$ cat src/rtl/mod_arbiter.sv
// ---------------------------------------------------------------------------
// mod_arbiter
//
// Shares one pipelined 64/16 remainder divider between NUM_REQ requesters.
// A round-robin arbiter accepts at most one request per cycle and issues it
// to the divider one cycle later. A tag pipeline of LATENCY+1 stages follows
// each accepted request so the remainder can be routed back to its owner.
// A zero divisor is never sent to the divider; it travels down the tag
// pipeline flagged as an error and comes back with RSP_ERR set.
//
// Ports
//   CLK           sole clock, all logic on the rising edge
//   RST_N         synchronous active-low reset
//   REQ_VALID     per-requester request valid            [NUM_REQ]
//   REQ_DIVIDEND  per-requester dividend, 64 bits each   [NUM_REQ*64]
//   REQ_DIVISOR   per-requester divisor, 16 bits each    [NUM_REQ*16]
//   REQ_READY     combinational one-hot grant            [NUM_REQ]
//   DIV_DIVIDEND  registered dividend to the divider
//   DIV_DIVISOR   registered divisor to the divider
//   DIV_VALID     registered issue strobe to the divider
//   DIV_REM       remainder returned by the divider
//   DIV_REM_VALID divider output valid
//   RSP_VALID     one-cycle response strobe per requester [NUM_REQ]
//   RSP_REM       shared response remainder
//   RSP_ERR       response carries a zero-divisor error
//   PIPE_ERR      sticky: divider failed to return an expected result
// ---------------------------------------------------------------------------
module mod_arbiter #(
  parameter int NUM_REQ = 4,
  parameter int LATENCY = 67
) (
  input  logic                  CLK,
  input  logic                  RST_N,
  input  logic [NUM_REQ-1:0]    REQ_VALID,
  input  logic [NUM_REQ*64-1:0] REQ_DIVIDEND,
  input  logic [NUM_REQ*16-1:0] REQ_DIVISOR,
  output logic [NUM_REQ-1:0]    REQ_READY,
  output logic [63:0]           DIV_DIVIDEND,
  output logic [15:0]           DIV_DIVISOR,
  output logic                  DIV_VALID,
  input  logic [15:0]           DIV_REM,
  input  logic                  DIV_REM_VALID,
  output logic [NUM_REQ-1:0]    RSP_VALID,
  output logic [15:0]           RSP_REM,
  output logic                  RSP_ERR,
  output logic                  PIPE_ERR
);

  localparam int IW = $clog2(NUM_REQ);
  localparam logic [NUM_REQ-1:0] ONE_HOT0 = {{(NUM_REQ-1){1'b0}}, 1'b1};

  logic [IW-1:0]      ptr;
  logic [NUM_REQ-1:0] outstanding;
  logic [NUM_REQ-1:0] eligible;
  logic               found;
  logic [IW-1:0]      grantIdx;
  logic [IW:0]        cand;
  logic [63:0]        selDividend;
  logic [15:0]        selDivisor;
  logic               selZero;

  logic [LATENCY:0]   tagValid;
  logic [LATENCY:0]   tagErr;
  logic [IW-1:0]      tagIdx [LATENCY+1];

  logic               expValid;
  logic               expErr;
  logic [NUM_REQ-1:0] expOneHot;

  // A requester may compete only when it is asking, has nothing in flight,
  // and the block is out of reset. Gating with RST_N here keeps REQ_READY
  // low during reset without a separate path.
  assign eligible = REQ_VALID & ~outstanding & {NUM_REQ{RST_N}};

  // Round-robin search: walk PTR, PTR+1, ... with wrap and take the first
  // eligible index. The candidate is one bit wider so the wrap can be done
  // with a compare-and-subtract for any NUM_REQ, not just powers of two.
  always_comb begin
    found    = 1'b0;
    grantIdx = '0;
    cand     = '0;
    for (int k = 0; k < NUM_REQ; k++) begin
      cand = {1'b0, ptr} + (IW+1)'(k);
      if (cand >= (IW+1)'(NUM_REQ)) begin
        cand = cand - (IW+1)'(NUM_REQ);
      end
      if (!found && eligible[cand[IW-1:0]]) begin
        found    = 1'b1;
        grantIdx = cand[IW-1:0];
      end
    end
  end

  assign REQ_READY   = found ? (ONE_HOT0 << grantIdx) : '0;
  assign selDividend = REQ_DIVIDEND[64*int'(grantIdx) +: 64];
  assign selDivisor  = REQ_DIVISOR[16*int'(grantIdx) +: 16];
  assign selZero     = (selDivisor == 16'd0);

  // Pointer moves past the winner only on an accept; idle cycles leave it.
  // Outstanding bits are set on accept and dropped after the response cycle,
  // so the requester becomes eligible again the cycle after RSP_VALID.
  always_ff @(posedge CLK) begin
    if (!RST_N) begin
      ptr         <= '0;
      outstanding <= '0;
    end else begin
      if (found) begin
        if (grantIdx == IW'(NUM_REQ-1)) begin
          ptr <= '0;
        end else begin
          ptr <= grantIdx + 1'b1;
        end
      end
      outstanding <= (outstanding & ~RSP_VALID) | REQ_READY;
    end
  end

  // Divider issue stage. Operands are only reloaded on a real issue, so the
  // divider inputs hold steady on idle cycles and on zero-divisor accepts.
  always_ff @(posedge CLK) begin
    if (!RST_N) begin
      DIV_VALID    <= 1'b0;
      DIV_DIVIDEND <= '0;
      DIV_DIVISOR  <= '0;
    end else begin
      DIV_VALID <= found && !selZero;
      if (found && !selZero) begin
        DIV_DIVIDEND <= selDividend;
        DIV_DIVISOR  <= selDivisor;
      end
    end
  end

  // Tag pipeline valid/error bits. Stage 0 is loaded in the cycle the issue
  // appears on the divider, so the last stage lines up with the divider
  // output LATENCY cycles later.
  always_ff @(posedge CLK) begin
    if (!RST_N) begin
      tagValid <= '0;
      tagErr   <= '0;
    end else begin
      tagValid <= {tagValid[LATENCY-1:0], found};
      tagErr   <= {tagErr[LATENCY-1:0], found && selZero};
    end
  end

  // Requester indices ride alongside the valid bits; they are meaningless
  // while the matching valid bit is low, so they need no reset.
  always_ff @(posedge CLK) begin
    tagIdx[0] <= grantIdx;
    for (int s = LATENCY; s > 0; s--) begin
      tagIdx[s] <= tagIdx[s-1];
    end
  end

  assign expValid  = tagValid[LATENCY];
  assign expErr    = tagErr[LATENCY];
  assign expOneHot = ONE_HOT0 << tagIdx[LATENCY];

  // Response stage. A divider result is only taken when a non-error tag is
  // expiring; stray DIV_REM_VALID pulses are ignored. A missing result still
  // produces the response (with a zero remainder) and latches PIPE_ERR.
  always_ff @(posedge CLK) begin
    if (!RST_N) begin
      RSP_VALID <= '0;
      RSP_REM   <= '0;
      RSP_ERR   <= 1'b0;
      PIPE_ERR  <= 1'b0;
    end else begin
      RSP_VALID <= expValid ? expOneHot : '0;
      RSP_ERR   <= expValid && expErr;
      RSP_REM   <= (expValid && !expErr && DIV_REM_VALID) ? DIV_REM : '0;
      if (expValid && !expErr && !DIV_REM_VALID) begin
        PIPE_ERR <= 1'b1;
      end
    end
  end

endmodule

$ cat config.mk
export PLATFORM = sky130hd
export DESIGN_NAME = mod_arbiter
export DESIGN_NICKNAME = d
export VERILOG_FILES = /design/src/rtl/mod_arbiter.sv
export SDC_FILE = /design/constraint.sdc
export NUM_CORES = 1
export LEC_CHECK = 0
export CORE_AREA = 2 2 176 178
export DETAILED_ROUTE_END_ITERATION = 6
export DIE_AREA = 0 0 178 180
export GPL_TIMING_DRIVEN = 0
export PLACE_DENSITY = 0.76
export RECOVER_POWER = 25
export SETUP_SLACK_MARGIN = 0.4
export SYNTH_ARGS = -nofsm -noshare
export SYNTH_HDL_FRONTEND = slang
export SYNTH_SLANG_ARGS = --single-unit
$ cat constraint.sdc
create_clock -name CLK -period 3.75 [get_ports CLK]
set_clock_uncertainty 0.05 [all_clocks]
set_input_delay 0.375 -clock CLK [delete_from_list [all_inputs] [get_ports CLK]]
set_output_delay 0.375 -clock CLK [all_outputs]
set_load 0.03 [all_outputs]
Yosys cells after proc, flatten, opt, wreduce, memory -nomap -nowiden. Memory sizes are Yosys's and may differ from the RTL's. Cells that the tools add are included. Widths: inputs -> output; s select.

Register bits: 245. RAM bits: 136. Input bits: 343. Word-level logic and storage cells: 79. Memories kept: 1.

Memories: tagIdx (words 68, width 2, read ports 68, clocked after Yosys merged registers in 0, wr ports 68, line 64) `logic [IW-1:0] tagIdx [LATENCY+1];`.

$add $sub $neg: 8. Magnitude comparators: 8. Equal/unequal tests: 1. Shifts and indexed selects: 4. Muxes and demuxes: 22. Bitwise gates (word level): 6. Reductions and logical operators: 18.

Operator list (count): $shiftx 256x9->64 (1); $shiftx 64x7->16 (1); $mux 2 (9); $logic_not 16->1 (1); $and 4x4->4 (3); $lt 2x3->1 const B (4); $ge 3x3->1 const B (3); $logic_and 1x1->1 (9); $bmux 1 s2 (4); $mux 1 (8); $not 4->4 (2); $shl 1x2->4 const A (2); $sub 2x1->2 const B (4); $add 2x2->3 const B (2); $logic_not 1->1 (6); $mux 4 (1); $or 4x4->4 (1); $reduce_and 2->1 (2); $add 2x1->3 const B (1); $ge 2x3->1 const B (1); $add 2x1->2 const B (1); $eq 2x2->1 const B (1).

Longest topological paths before layout.
Word-level depth: 19. Mapped depth: 10. Mapped depth without buffers: 7.

Least setup slack after synthesis. No wires, ideal clock.

Kind: input to output. Start: in REQ_VALID[0]. End: out REQ_READY[1]. Data arrival time: 1.837 ns. Required time: 3.325 ns. Setup slack: 1.488 ns. Stages: 8. Cell sequence: nor2b_1 a31oi_1 o221ai_1 buf_4 buf_4 inv_2 ha_1 and2_1.

Longest elaborated chain between the ends: 16. Elaborated cells on any way between the ends: 26.

Ends and longest elaborated chain: start: declaration (line 34) `input logic [NUM_REQ-1:0] REQ_VALID,`; $and 4x4->4 * (2 in series) (line 73) `assign eligible = REQ_VALID & ~outstanding & {NUM_REQ{RST_N}};`; $bmux 1 s2 (line 87) `if (!found && eligible[cand[IW-1:0]]) begin`; $mux 1 (not written as such) (line 87); $mux 1 (line 87); $logic_not 1->1 (line 87); $logic_and 1x1->1 (line 87); $mux 1 (line 87); $logic_not 1->1 (line 87); $logic_and 1x1->1 (line 87); $mux 1 (line 87); $logic_not 1->1 (line 87); $logic_and 1x1->1 (line 87); $mux 2 * (line 87); named net grantIdx[0] (line 56) `logic [IW-1:0] grantIdx;`; $shl 1x2->4 * (line 94) `assign REQ_READY = found ? (ONE_HOT0 << grantIdx) : '0;`; $mux 4 * (line 94); end: declaration (line 37) `output logic [NUM_REQ-1:0] REQ_READY,`.

Mark *: on every way through the listed nets, which the timed path passes. The rest lies on a longest branch. The select of a mux whose other input is x is not followed.

Worst setup path in the final report.
Start: in REQ_VALID[0]. End: out REQ_READY[3].

The elaborated chain is that of the path after synthesis.

==> impl_metrics.csv <==
group,metric,value,unit
setup_path,path_common_cell,"buf_6",
setup_path,rrSetupSlack,1.13,ns
setup_path,cp.arrival,2.79,ns
cells_and_area,synthToLayoutAreaGrowth,49.2,%
cts,clkTransAtPathRegs,0.06,ns
setup_path,reg2reg_from,"outstanding[3]",
setup_path,path_class,"in2out",
placement,numPortBuffers,448,
cells_and_area,n_fill_cell,2345,
job,cap_violations,0,
floorplan,die_h,180,µm
timing,post-route-period-util,0.857,
yosys,synth_flop_cell,"dfxtp_1",
yosys,yosys.area.top_type_share,0.600,
cts,clock_latency,0.52,ns
cts,h-tree-depth,2,
timing,whs,0.191,ns
yosys,yosysSeqAreaShare,0.600,
cts,clockBufferDepth,3,
min_path,min_path_cells,3,
cells_and_area,final_util,0.628,
timing,setup_viol,0,
global_routing,grt_max_degree,16,
timing,maxSlewHeadroom,0.413,
global_routing,grt_overflow,0,
cells_and_area,fin_nets,1833,
yosys,synth_nets,1342,
setup_path,max_stage_delay,0.47,ns
detailed_routing,postRouteAntennaNets,0,
placement,dp_hpwl,29500,µm
min_path,min_to,"RSP_VALID[0]",
floorplan,io_pins,450,
cts,cts_hold_buf,0,
timing,worst_pin_slew,0.881,ns
detailed_routing,vias,9181,
pwr,p_total,9.74,mW
setup_path,worstPathCellList,"clkdlybuf4s50_1, nor2b_1, a31oi_1, o221ai_2, buf_6, buf_6, inv_2, ha_1, and2_1, dlygate4sd2_1",
yosys,synth_cell_types,35,
detailed_routing,drc,0,
cts,cts_tree,"done",
timing,maxSlewViolCount,0,
pwr,p_leak,7.55,nW
floorplan,die-area,0.0320,mm²
global_routing,grt_pass1_wl,54900,µm
yosys,syn-instance-count,995,
yosys,synth_seq_cells,381,
setup_path,endpoint_kind,"output port",
placement,globalplace.congestion,0.913,
min_path,hp-class,"in2reg",
detailed_routing,drt_pass1_iterations,4,
timing,finalHoldViolations,0,
yosys,async_flop_share,0,
yosys,synth_edf_count,0,
floorplan,coreArea,0.0302,mm²
yosys,synth_common_cells,"dfxtp_1 (381), nand2_1 (162), and2_1 (154)",
yosys,postSynthAreaPerCell,12.8,µm²
placement,pre_cts_slack,-0.328,ns
cts,root_buffer,"clkbuf_16",
pwr,power_per_cell_area,514,mW/mm²
setup_path,startpoint_type,"input port",
yosys,ys_top_cells_by_area,"dfxtp_1 (60%), mux4_2 (14%), and2_1 (7.6%)",
detailed_routing,wire_per_inst,19.8,µm
timing,grt_setup_unrepaired,"false",
detailed_routing,routed_via_density,4.81,
pwr,vdd_ir_drop_max,0.302,mV
detailed_routing,drtIter0Drc,405,
setup_path,cp_max_fo,11,
setup_path,rr_worst_depth,10,
global_routing,antenna_found_initial,4,
cts,cts.sinks,381,
yosys,synth_most_common_cell,"dfxtp_1",
global_routing,grt_pass1_vias,9463,
setup_path,cp.required,3.32,ns
yosys,yosys.area.top_type,"dfxtp_1",
floorplan,fp.dieW,178,µm
detailed_routing,wirelength,37800,µm
status,status,"completed",
global_routing,grtUsageTotal,0.231,
timing,fin_tns_setup,0,ns
setup_path,critPathSlowestCell,"clkdlybuf4s50_1",
timing,min_period,3.21,ns
yosys,syn_area,0.0127,mm²
setup_path,r2r-end,"DIV_DIVIDEND[21]",
floorplan,initial_core_util,0.421,
cts,cts_made_buffers,38,
min_path,hold_start,"RST_N",
floorplan,row_count,64,
timing,fmax,0.311,GHz
cells_and_area,final_layout_size_suffix_gt1_frac,0.114,
yosys,yosysWarnings,0,
timing,fin_ws,0.538,ns
-- worst max-delay path: cells and delay by family --
kind	cells	cell delay, ns
buf+inv	5	1.40
compound gates	2	0.36
simple gates	2	0.44
fa+ha+maj	1	0.20
-- timing repair --
action,4_1_cts,5_1_grt
gates resized for setup,7,0
buffers inserted,3,0
endpoints found under the setup margin,4,0
-- power by group --
| part | internal (mW) | leakage (nW) | switching, mW |
|---|---|---|---|
| registers | 4.27 | 3.11 | 0.0980 |
| clock network | 2.20 | 0.607 | 1.53 |
| logic | 0.886 | 3.83 | 0.759 |
-- worst max-delay path by stage --
| stage | depth (start not counted) | slack [ns] | from | endpoint |
|---|---|---|---|---|
| after floorplan | 8 | 1.49 | REQ_VALID[0] | REQ_READY[1] |
| after global placement | 10 | -0.29 | REQ_VALID[0] | REQ_READY[3] |
| after detailed placement | 10 | -0.33 | REQ_VALID[0] | REQ_READY[1] |
| after CTS | 10 | 0.48 | REQ_VALID[0] | REQ_READY[3] |
| after global routing | 10 | 0.40 | REQ_VALID[0] | REQ_READY[3] |
| final | 10 | 0.54 | REQ_VALID[0] | REQ_READY[3] |
-- sequential cells by signal, indices dropped and copies added, names as in the netlist --
name / count
tagValid: 68
tagErr: 68
outstanding: 4
ptr: 2
DIV_DIVIDEND: 64
RSP_REM: 16
tagIdx: 136
DIV_DIVISOR: 16
PIPE_ERR: 1
DIV_VALID: 1
RSP_VALID: 4
RSP_ERR: 1
-- layout by cell type (no fill, tap or decap), types with 2 or more instances in the layout --
cell type        count
inv_2                3
o21ai_1              2
mux4_2              79
bufinv_16            2
clkbuf_16           39
clkbuf_8             7
ha_1                 4
nand2_1            162
a21oi_1              3
nor3_1               2
nor2b_1              7
clkinvlp_4           2
buf_6                3
and2_1             154
buf_12               8
clkbuf_1            43
clkinv_2             4
nand4_1              3
inv_1                5
o21a_1               4
buf_2               11
nor4_1              17
dfxtp_1            381
nor2_1               7
nor3b_1              2
nand2b_1             2
clkdlybuf4s50_1    444
mux2i_1             80
buf_4                7
a211oi_1             4
dlygate4sd2_1        4
clkinv_4             2
a31oi_1              3
-- area by class of cell --
class                   count  area [µm²]  share of cell area
clock inverters            12         141             0.00746
flip-flops and latches    381        7630               0.402
diodes                      1        2.50            0.000132
repair buffers            451        4500               0.237
multi-input cells         545        4650               0.245
well taps                 396         495              0.0261
inverters                   8        30.0             0.00158
clock buffers              54        1100              0.0581
plain buffers              61         410              0.0216
-- metrics by stage --
step	cell area (µm²)	instances
6_report	19000	1909
5_1_grt	19000	1909
4_1_cts	19000	1908
3_5_place_dp	17700	1839
3_3_place_gp	17700	1839
2_1_floorplan	12700	995
-- routing by layer --
metal,vias up,GRT usage,wire length (µm),part of all wire
met4,6,0.0807,1240,0.033
met5,-,0,38,0.0010
met1,4361,0.284,15300,0.41
li1,4353,-,-,-
met2,393,0.392,18300,0.48
met3,68,0.0554,2900,0.077
-- cells by family after synthesis --
logic type / synth area share
AO/OA/AOI/OAI: 0.0107
multiplexers: 0.206
AND/OR/NAND/NOR: 0.145
buffers and inverters: 0.0341
adder cells (fa/ha/maj): 0.00394
flip-flops: 0.600
No activity file was read; power rests on OpenSTA's default activity.
